===== src/rtl/booth_pkg.sv =====
`default_nettype none
// ============================================================================
//  Module      : booth_pkg
//  Description : Shared types and constants for the radix-4 Booth multiplier
//                controller: FSM state encoding, Booth digit codes and the
//                default operand width.
//  Revision    : 1.0 - initial release
// ============================================================================
package booth_pkg;

    // Default operand width (must be even, and at least 4).
    localparam int DEFAULT_N = 8;

    // Controller states.
    typedef enum logic [1:0] {
        IDLE = 2'd0,
        RUN  = 2'd1,
        DONE = 2'd2
    } state_t;

    // Booth digit codes presented on digit_sel.
    localparam logic [2:0] D_ZERO = 3'd0;  // 0
    localparam logic [2:0] D_PM   = 3'd1;  // +M
    localparam logic [2:0] D_P2M  = 3'd2;  // +2M
    localparam logic [2:0] D_NM   = 3'd3;  // -M
    localparam logic [2:0] D_N2M  = 3'd4;  // -2M

endpackage
`default_nettype wire


===== src/rtl/booth_recoder.sv =====
`default_nettype none
// ============================================================================
//  Module      : booth_recoder
//  Description : Combinational radix-4 Booth recoder. Maps the overlapping
//                multiplier bit triple {Q[1], Q[0], q_1} to a digit code.
//  Ports       : bits      (in,  3) - {Q[1], Q[0], q_1}
//                digit_sel (out, 3) - digit code from booth_pkg
//  Revision    : 1.0 - initial release
// ============================================================================
module booth_recoder
    import booth_pkg::*;
(
    input  logic [2:0] bits,
    output logic [2:0] digit_sel
);

    always_comb begin
        digit_sel = D_ZERO;
        case (bits)
            3'b001, 3'b010: digit_sel = D_PM;
            3'b011:         digit_sel = D_P2M;
            3'b100:         digit_sel = D_N2M;
            3'b101, 3'b110: digit_sel = D_NM;
            default:        digit_sel = D_ZERO;  // 000 and 111
        endcase
    end

endmodule
`default_nettype wire


===== src/rtl/radix4_booth_ctrl.sv =====
`default_nettype none
// ============================================================================
//  Module      : radix4_booth_ctrl
//  Description : Sequential radix-4 Booth signed multiplier. Retires two
//                multiplier bits per cycle; an N-bit multiply takes N/2 RUN
//                cycles plus one DONE cycle.
//  Ports       : clk       (in)       - clock, rising edge
//                rst       (in)       - asynchronous reset, active low
//                start     (in)       - request a multiply (taken in IDLE only)
//                mcand     (in,  N)   - signed multiplicand
//                mplier    (in,  N)   - signed multiplier
//                busy      (out)      - high in RUN and DONE
//                done      (out)      - one-cycle completion pulse
//                product   (out, 2N)  - signed result, held until next start
//                digit_sel (out, 3)   - current Booth digit (D_ZERO outside RUN)
//                iter      (out)      - current iteration (0 outside RUN)
//  Revision    : 1.0 - initial release
// ============================================================================
module radix4_booth_ctrl
    import booth_pkg::*;
#(
    parameter  int N      = DEFAULT_N,
    localparam int ITER_W = (N > 2) ? $clog2(N / 2) : 1
) (
    input  logic              clk,
    input  logic              rst,
    input  logic              start,
    input  logic [N-1:0]      mcand,
    input  logic [N-1:0]      mplier,
    output logic              busy,
    output logic              done,
    output logic [2*N-1:0]    product,
    output logic [2:0]        digit_sel,
    output logic [ITER_W-1:0] iter
);

    localparam logic [ITER_W-1:0] ITER_LAST = ITER_W'(N / 2 - 1);

    state_t            state;
    logic [N-1:0]      m_reg;
    logic [N+1:0]      a_reg;     // two guard bits so that -2M of -2^(N-1) fits
    logic [N-1:0]      q_reg;
    logic              q_1;
    logic [ITER_W-1:0] iter_reg;

    logic [2:0]        code;
    logic [N+1:0]      m_ext;
    logic [N+1:0]      m_dbl;
    logic [N+1:0]      addend;
    logic [N+1:0]      sum;

    booth_recoder u_recoder (
        .bits      ({q_reg[1:0], q_1}),
        .digit_sel (code)
    );

    assign m_ext = {{2{m_reg[N-1]}}, m_reg};
    assign m_dbl = {m_reg[N-1], m_reg, 1'b0};

    always_comb begin
        addend = '0;
        case (code)
            D_PM:    addend = m_ext;
            D_P2M:   addend = m_dbl;
            D_NM:    addend = -m_ext;
            D_N2M:   addend = -m_dbl;
            default: addend = '0;
        endcase
    end

    assign sum = a_reg + addend;

    always_ff @(posedge clk or negedge rst) begin
        if (!rst) begin
            state    <= IDLE;
            m_reg    <= '0;
            a_reg    <= '0;
            q_reg    <= '0;
            q_1      <= 1'b0;
            iter_reg <= '0;
            product  <= '0;
        end else begin
            case (state)
                IDLE: begin
                    if (start) begin
                        m_reg    <= mcand;
                        a_reg    <= '0;
                        q_reg    <= mplier;
                        q_1      <= 1'b0;
                        iter_reg <= '0;
                        state    <= RUN;
                    end
                end
                RUN: begin
                    // Arithmetic shift of {sum, Q, q_1} right by two.
                    a_reg <= {{2{sum[N+1]}}, sum[N+1:2]};
                    q_reg <= {sum[1:0], q_reg[N-1:2]};
                    q_1   <= q_reg[1];
                    if (iter_reg == ITER_LAST) begin
                        // {A[N-1:0], Q} after the final shift.
                        product  <= {sum, q_reg[N-1:2]};
                        iter_reg <= '0;
                        state    <= DONE;
                    end else begin
                        iter_reg <= iter_reg + ITER_W'(1);
                    end
                end
                DONE:    state <= IDLE;
                default: state <= IDLE;
            endcase
        end
    end

    assign busy      = (state != IDLE);
    assign done      = (state == DONE);
    assign digit_sel = (state == RUN) ? code : D_ZERO;
    assign iter      = iter_reg;

endmodule
`default_nettype wire

===== config.mk =====
export PLATFORM = sky130hd
export DESIGN_NAME = radix4_booth_ctrl
export DESIGN_NICKNAME = d
export VERILOG_FILES = /design/src/rtl/booth_pkg.sv /design/src/rtl/booth_recoder.sv /design/src/rtl/radix4_booth_ctrl.sv
export SDC_FILE = /design/constraint.sdc
export NUM_CORES = 1
export LEC_CHECK = 0
export ABC_CLOCK_PERIOD_IN_PS = 9400
export BUFFER_PORTS_ARGS = -buffer_cell sky130_fd_sc_hd__clkbuf_2
export CAP_MARGIN = 20
export CORE_MARGIN = 8
export CORE_UTILIZATION = 32
export DETAILED_ROUTE_END_ITERATION = 10
export SLEW_MARGIN = 25
export SYNTH_ARGS = -nofsm -noshare
export SYNTH_HDL_FRONTEND = slang
export SYNTH_SLANG_ARGS = --single-unit

===== constraint.sdc =====
create_clock -name clk -period 9.4 [get_ports clk]
set_clock_uncertainty 0.15 [all_clocks]
set_input_delay 0.94 -clock clk [delete_from_list [all_inputs] [get_ports clk]]
set_output_delay 0.94 -clock clk [all_outputs]
set_load 0.02 [all_outputs]

==> metrics.txt, run 1 <==
status finished, final reports clean; Hold Path Stages 2; first drt pass iteration count 4; H-tree levels 2; dpl cell area 3050 sq um; Final min period 3.61 ns; Startpoint Class flip-flop; post-cts gate resize count 0; die width 109 um; Storage cell area 1130 sq um; io pins 42; Vias/cell 5.11; routed length per instance 14.1 um; CTS buffer count 5; initial core utilization 32.5%; flops & latches, synth 45; Row Count 34; total wire length 6.49 mm; Mapped Area 2780 sq um; Reg2Reg Depth 15; Overflow after GRT 0; class of the most critical hold timing path reg2reg; Reg with most FFs product; Post-CTS Setup Inserts 0; largest net degree at the start of global routing 46; origin of the worst setup path m_reg[0]; vias in the first global route 2317; Worst Tran Pin Value 0.908 ns; Fillers 870; Layout Nets 381; Worst-Skew Late Latency 0.29 ns; share of cells above drive strength 1 19.4%; clk slew on worst S/H paths 0.08 ns; die height 109 um; hold_buf cts 0; Final ANT Viol Nets 0; hpwl dp 4.70 mm; Reg2Reg Setup Slack 5.79 ns; IO buf count 41; Worst EP arrival 3.68 ns; reg-to-reg critical path endpoint a_reg[8]; Synth-to-Final Area Change 14.1%; Crit Path Class reg2reg; area of the multi-input gates 1520 sq um; critical path endpoint category flip-flop; Post-Synthesis Cells 320; DR iter-0 viols 87; core area 8550 sq um; DIE AREA 11900 sq um; worst-path maximum fanout 8; Rel. slew slack 39.3%; Slew Viols, Final 0; post-route cell area 3170 sq um; vias post-DR 2344; total of max-cap violations 0; max reg flops 16; share of flip-flops with an asynchronous set or reset 100%; library cells used by synthesis 46; syn_area_per_cell 8.68 sq um; Primary FF master, synth dfrtp_1; Antenna diodes 0; Setup TNS Final 0 ns; Max Fclk 277 MHz; R2R Path Start m_reg[0]; RSZ-0062 raised after global routing false; most common cell after layout, fill and taps aside nand2_1; CP Data Required Time 9.47 ns; Total GRT Usage 11.6%; first-pass GRT wire length 11.1 mm; post-synthesis sequential area ratio 40.6%; number of remaining DRC errors 0; endpoints failing setup 0; fin crit share 38.4%; initial antenna violation count 0; GP Congestion 0.882; Longest Clk Path Bufs 2; TritonCTS clock tree done; CTS sink cnt 45; Post-synth EDFFs 0; YS warnings 0; CP endpoint a_reg[8]; final hold vios 0; clk root buf clkbuf_8; most frequent cells in the layout nand2_1 (57), dfrtp_1 (45), clkbuf_2 (41); Post-Syn Nets 351
how the worst min path moves through the flow:
stage	end	from
finish	product[12]	product[12]
global placement	product[8]	product[8]
CTS	product[12]	product[12]
floorplan	q_reg[0]	q_reg[2]
global route	product[10]	product[10]
detailed placement	product[11]	product[11]
critical path, stage by stage, from the launching register on:
cell	delay, ns
dfrtp_1	0.44
inv_1	0.11
ha_1	0.21
nor3b_2	0.34
nand2_1	0.16
xor2_1	0.17
mux2_2	0.26
o21ai_0	0.14
a21oi_1	0.09
ha_1	0.41
a21oi_1	0.26
o21ai_0	0.13
a21oi_1	0.21
nor2_1	0.06
mux2i_1	0.18
mux2i_1	0.19
area by class of cell:
cell class | count | share of cell area (%)
clock inverter | 1 | 0.948
sequential | 45 | 35.5
timing repair buffer | 44 | 7.19
multi-input combinational | 243 | 48.0
inverter | 11 | 1.30
clock buffer | 7 | 2.73
tap | 108 | 4.27
metrics by stage:
stage	hold slack (ns)	instances	util, %	worst slack (ns)
after global routing	0.372	459	37.1	5.42
final	0.344	459	37.1	5.79
after floorplan	0.317	320	-	6.12
after CTS	0.347	459	37.1	5.80
after global placement	0.323	451	35.7	5.98
after detailed placement	0.326	451	35.7	5.83
cell usage after synthesis, types with 3 or more instances:
| library cell | count | area, sq um |
|---|---|---|
| nor3_1 | 6 | 30.0 |
| nand2_1 | 57 | 214 |
| o31ai_1 | 3 | 22.5 |
| inv_1 | 11 | 41.3 |
| nand3_1 | 10 | 50.1 |
| a211oi_1 | 6 | 45.0 |
| dfrtp_1 | 45 | 1130 |
| nand2b_1 | 5 | 31.3 |
| a31oi_1 | 8 | 50.1 |
| o22ai_1 | 3 | 18.8 |
| a21o_1 | 5 | 37.5 |
| buf_1 | 4 | 15.0 |
| a21oi_1 | 16 | 80.1 |
| xor2_1 | 5 | 43.8 |
| o21ai_0 | 32 | 160 |
| mux2_2 | 9 | 101 |
| ha_1 | 11 | 138 |
| xnor2_1 | 10 | 87.6 |
| clkbuf_1 | 15 | 56.3 |
| mux2i_1 | 4 | 40.0 |
| nor2_1 | 23 | 86.3 |
| nor2b_1 | 3 | 18.8 |
metal layers:
layer  vias to the layer above  GRT usage [%]  wire [um]
met2                        44           18.7       2970
met5                         -              0          0
li1                       1170              -          -
met4                         0           3.52        120
met3                        10           2.60        225
met1                      1120           15.1       3170
cell families (layout without fill, tap and decap cells):
kind of cell,Yosys count,after routing,share of synthesized area [%]
muxes,13,13,5.09
adders and majority gates,12,12,5.68
DFF,45,45,40.6
xor gates and xnor gates,16,16,5.54
and+or+nand+nor,117,117,19.8
buffers and inverters,32,63,4.64
AOI/OAI and AO/OA,85,85,18.7
Power of run 1 is not shown: default switching activity piles up to over one toggle a cycle in this logic, so the estimate is an artifact.
==> run 2: changes to the inputs <==
- ABC_CLOCK_PERIOD_IN_PS: 9400 -> 3300
- clock period: 9.4 -> 3.3 ns (I/O delays scaled with it)
==> run 2 against run 1 <==
Sequential share of layout area is 1.9 points lower. Global-route usage up 0.42 points. Via count rose by 2.9%. Sequential cell count unchanged. Highest routed layer unchanged.
==> metrics.txt, run 2 (synthesis gave the netlist of run 1 again) <==
status finished, final reports clean; DIE AREA 11900 sq um; R2R Path Start m_reg[2]; reg-to-reg critical path endpoint a_reg[8]; CP max stage cell dfrtp_2; Final min period 3.18 ns; Startpoint Class flip-flop; CTS sink cnt 45; Reg2Reg Depth 13; Hold Path Stages 3; routed length per instance 14.5 um; CP Data Required Time 3.38 ns; critical path depth 13; critical path endpoint category flip-flop; Worst EP arrival 3.25 ns; CTS buffer count 5; Synth-to-Final Area Change 20.8%; Hold Startpoint mcand[3]; endpoints failing setup 0; Fillers 843; most common cell after layout, fill and taps aside nand2_1; H-tree levels 2; Layout Nets 401; IO buf count 41; class of the most critical hold timing path in2reg; io pins 42; first drt pass iteration count 4; clk slew on worst S/H paths 0.09 ns; final core occ 39.2%; total of max-cap violations 0; vias in the first global route 2388; Worst Tran Pin Value 0.849 ns; final hold vios 0; Worst Path Buf+Inv 0; die width 109 um; initial antenna violation count 0; worst-path maximum fanout 6; Slew Viols, Final 0; DR iter-0 viols 70; core area 8550 sq um; die height 109 um; Longest Clk Path Bufs 2; Vias/cell 5.04; number of remaining DRC errors 0; Rel. slew slack 43.3%; CP delay by family, top simple AND/OR/NAND/NOR gates; Crit Path Class reg2reg; TritonCTS clock tree done; max reg flops 16; Reg with most FFs product; share of cells above drive strength 1 26.4%; vias post-DR 2413; Reg2Reg Setup Slack 0.12 ns; Largest stage delay, worst path 0.47 ns; initial core utilization 32.5%; clk root buf clkbuf_8; worst hold endpoint m_reg[3]; most frequent cells in the layout nand2_1 (56), dfrtp_1 (44), clkbuf_2 (41); total wire length 6.96 mm; GP Congestion 0.823; hpwl dp 5.22 mm; fin crit share 96.3%; Overflow after GRT 0; critical-path cell list nor4_4, or2b_1, xor2_1, mux2_2, o21ai_2, a21oi_2, ha_1, nand2_1, nor3_2, a21oi_2, and2_1, mux2i_1, mux2i_1; Row Count 34; Worst-Skew Late Latency 0.30 ns; Final ANT Viol Nets 0; Total GRT Usage 12.0%; Antenna diodes 0; largest net degree at the start of global routing 28; first-pass GRT wire length 11.5 mm; Max Fclk 315 MHz
run 2: cell count changes in the layout (fill, tap and decap cells not counted), sizes merged:
cell         change
clkinvlp         +1
clkinv           +1
buf             +19
bufinv           -1
clkbuf           -2
dlygate4sd3      +1
inv              +1
run 2: worst max path at each step:
stage                  start     endpoint  slack [ns]
floorplan           m_reg[0]     a_reg[8]        0.02
global placement    m_reg[1]  product[13]        0.07
detailed placement  m_reg[2]     a_reg[8]       -0.02
CTS                 m_reg[0]     a_reg[8]        0.02
global route        m_reg[0]     a_reg[8]       -0.02
finish              m_reg[2]     a_reg[8]        0.12
run 2: per-layer routing:
| layer | wire, um | global-route usage (%) |
|---|---|---|
| met5 | 0 | 0 |
| met4 | 53 | 2.64 |
| met3 | 234 | 2.30 |
| met2 | 3400 | 20.4 |
| met1 | 3280 | 15.4 |
run 2: stage by stage:
step,setup WS [ns],hold WS (ns),instance area (sq um),setup TNS (ns),instances
6_report,0.122,0.0688,3350,0,479
5_1_grt,-0.0243,0.0759,3350,-0.0243,479
4_1_cts,0.0230,0.0644,3290,0,477
3_5_place_dp,-0.0163,0.193,3180,-0.0163,468
3_3_place_gp,0.0692,0.179,3180,0,468
2_1_floorplan,0.0228,-0.116,2780,0,320
run 2: timing repair:
action	CTS	global route
resized for setup	3	13
pin swaps	0	12
hold endpoints to repair	20	0
setup buffers	0	2
endpoints found under the setup margin	3	4
hold buffers	1	0
run 2: worst reg2reg max path, cell delays in order (launching register included):
cell and delay, ns:
dfrtp_2 0.47, nor4_4 0.30, or2b_1 0.26, xor2_1 0.16, mux2_2 0.29, o21ai_2 0.13, a21oi_2 0.07, ha_1 0.36
nand2_1 0.08, nor3_2 0.22, a21oi_2 0.10, and2_1 0.15, mux2i_1 0.15, mux2i_1 0.20
run 2: final cells by class:
class | instances | area (sq um) | share of cell area [%]
Multi-Input combinational cell | 243 | 1580 | 47.1
Timing Repair Buffer | 64 | 380 | 11.3
Tap cell | 108 | 135 | 4.03
Inverter | 11 | 41.3 | 1.23
Clock inverter | 3 | 21.3 | 0.634
Clock buffer | 5 | 68.8 | 2.05
Sequential cell | 45 | 1130 | 33.6
Power of run 2 is left out for the same reason.
==> run 3: changes to the inputs <==
- ABC_CLOCK_PERIOD_IN_PS: 3300 -> 3600
- clock period: 3.3 -> 3.6 ns (I/O delays scaled with it)
==> run 3 against run 2 <==
Sequential share of layout area rose by 1.2 points. Die area did not move. The run now ends with negative hold slack left. First-iteration DRC count fell by 13%. Via count fell by 3.4%. Final cell count fell by 2.5%. Register-to-register slack improved by 0.07 ns. Non-clock buffer count fell by 12. Cell area fell by 3.5%.
==> metrics.txt, run 3 (synthesis gave the netlist of run 1 again) <==
GP Congestion 0.885; H-tree levels 2; routed length per instance 14.7 um; Overflow after GRT 0; critical path endpoint category flip-flop; status complete, but fails checks; critical path depth 13; most frequent cells in the layout nand2_1 (57), dfrtp_1 (45), clkbuf_2 (41); max reg flops 16; DR iter-0 viols 61; die width 109 um; Slew Viols, Final 0; largest net degree at the start of global routing 46; Max Fclk 293 MHz; Total GRT Usage 12.0%; most common cell after layout, fill and taps aside nand2_1; reg-to-reg critical path endpoint a_reg[8]; vias in the first global route 2329; Reg2Reg Depth 13; Final min period 3.41 ns; Final ANT Viol Nets 0; failing checks negative hold slack; Worst Tran Pin Value 0.923 ns; share of cells above drive strength 1 21.7%; Worst EP arrival 3.50 ns; TritonCTS clock tree done; Synth-to-Final Area Change 16.5%; Longest Clk Path Bufs 2; total wire length 6.86 mm; CP endpoint a_reg[8]; CTS buffer count 5; Reg with most FFs product; Rel. slew slack 38.5%; worst-path maximum fanout 8; Antenna diodes 0; first-pass GRT wire length 11.3 mm; Reg2Reg Setup Slack 0.19 ns; die height 109 um; initial core utilization 32.5%; fin crit share 94.7%; hold_ws -0.0141 ns; CP delay by family, top simple AND/OR/NAND/NOR gates; CTS sink cnt 45; vias post-DR 2330; DR WL met3 222 um; Layout Nets 389; first drt pass iteration count 4; number of remaining DRC errors 0; CP max stage cell dfrtp_1; IO buf count 41; total of max-cap violations 0; endpoints failing setup 0; clk slew on worst S/H paths 0.09 ns; Vias/cell 4.99; WL met2 3.27 mm; placed insts 458; core area 8550 sq um; Crit Path Class reg2reg; Max Used Layer met4; initial antenna violation count 0; Worst-Skew Late Latency 0.30 ns; WL met1 3.28 mm; Worst Path Buf+Inv 0; Post-Layout Cell Count 467; CP Data Required Time 3.69 ns; Largest stage delay, worst path 0.48 ns; clk root buf clkbuf_8; io pins 42; Startpoint Class flip-flop; critical-path cell list nor4_4, or2b_1, xor2_1, mux2_2, o21ai_0, a21oi_1, ha_1, nand2_1, nor3_1, a21oi_1, and2_1, mux2i_1, mux2i_1; class of the most critical hold timing path in2async; hpwl dp 5.01 mm; Row Count 34; final core occ 37.8%; final hold vios 41; R2R Path Start m_reg[3]; origin of the worst setup path m_reg[3]; DIE AREA 11900 sq um
[run 3: changes by cell type in the layout (fill, tap and decap cells not counted), sizes merged]
cell / delta
buf: -11
bufinv: +1
clkbuf: +1
clkinv: -1
dlygate4sd3: -1
inv: -1
[run 3: final cells by class]
cell class                 count  area [sq um]
multi-input combinational    243          1530
sequential                    45          1130
timing repair buffer          52           288
clock inverter                 2          37.5
tap                          108           135
inverter                      11          41.3
clock buffer                   6          82.6
fill                         885          5320
[run 3: how the worst min path moves through the flow]
stage               cells after the start     endpoint  slack (ns)        from
floorplan                               0     a_reg[0]       -0.09         rst
global placement                        2   product[8]        0.32  product[8]
detailed placement                      2   product[8]        0.33  product[8]
CTS                                     2   product[3]        0.01         rst
global route                            2  product[13]        0.05         rst
finish                                  2   product[1]       -0.01         rst
[run 3: repair_timing]
item | CTS | global route
setup endpoints to repair | 0 | 2
buffers inserted | 0 | 1
hold buffers | 0 | 0
gates resized for setup | 0 | 1
[run 3: layer usage]
metal  vias to the layer above  global-route usage (%)
li1                       1183                       -
met1                      1097                    15.0
met2                        42                    20.2
met3                         8                    2.30
met4                         0                    4.01
met5                         -                       0
[run 3: per-stage QoR]
stage / setup slack [ns] / TNS (ns) / hold slack [ns] / area [sq um]
6_report: 0.189 / 0 / -0.0141 / 3240
4_1_cts: 0.144 / 0 / 0.0114 / 3220
3_5_place_dp: 0.173 / 0 / 0.329 / 3100
5_1_grt: -0.0209 / -0.0209 / 0.0462 / 3240
2_1_floorplan: 0.323 / 0 / -0.0856 / 2780
3_3_place_gp: 0.213 / 0 / 0.324 / 3100
Power of run 3 is left out for the same reason.
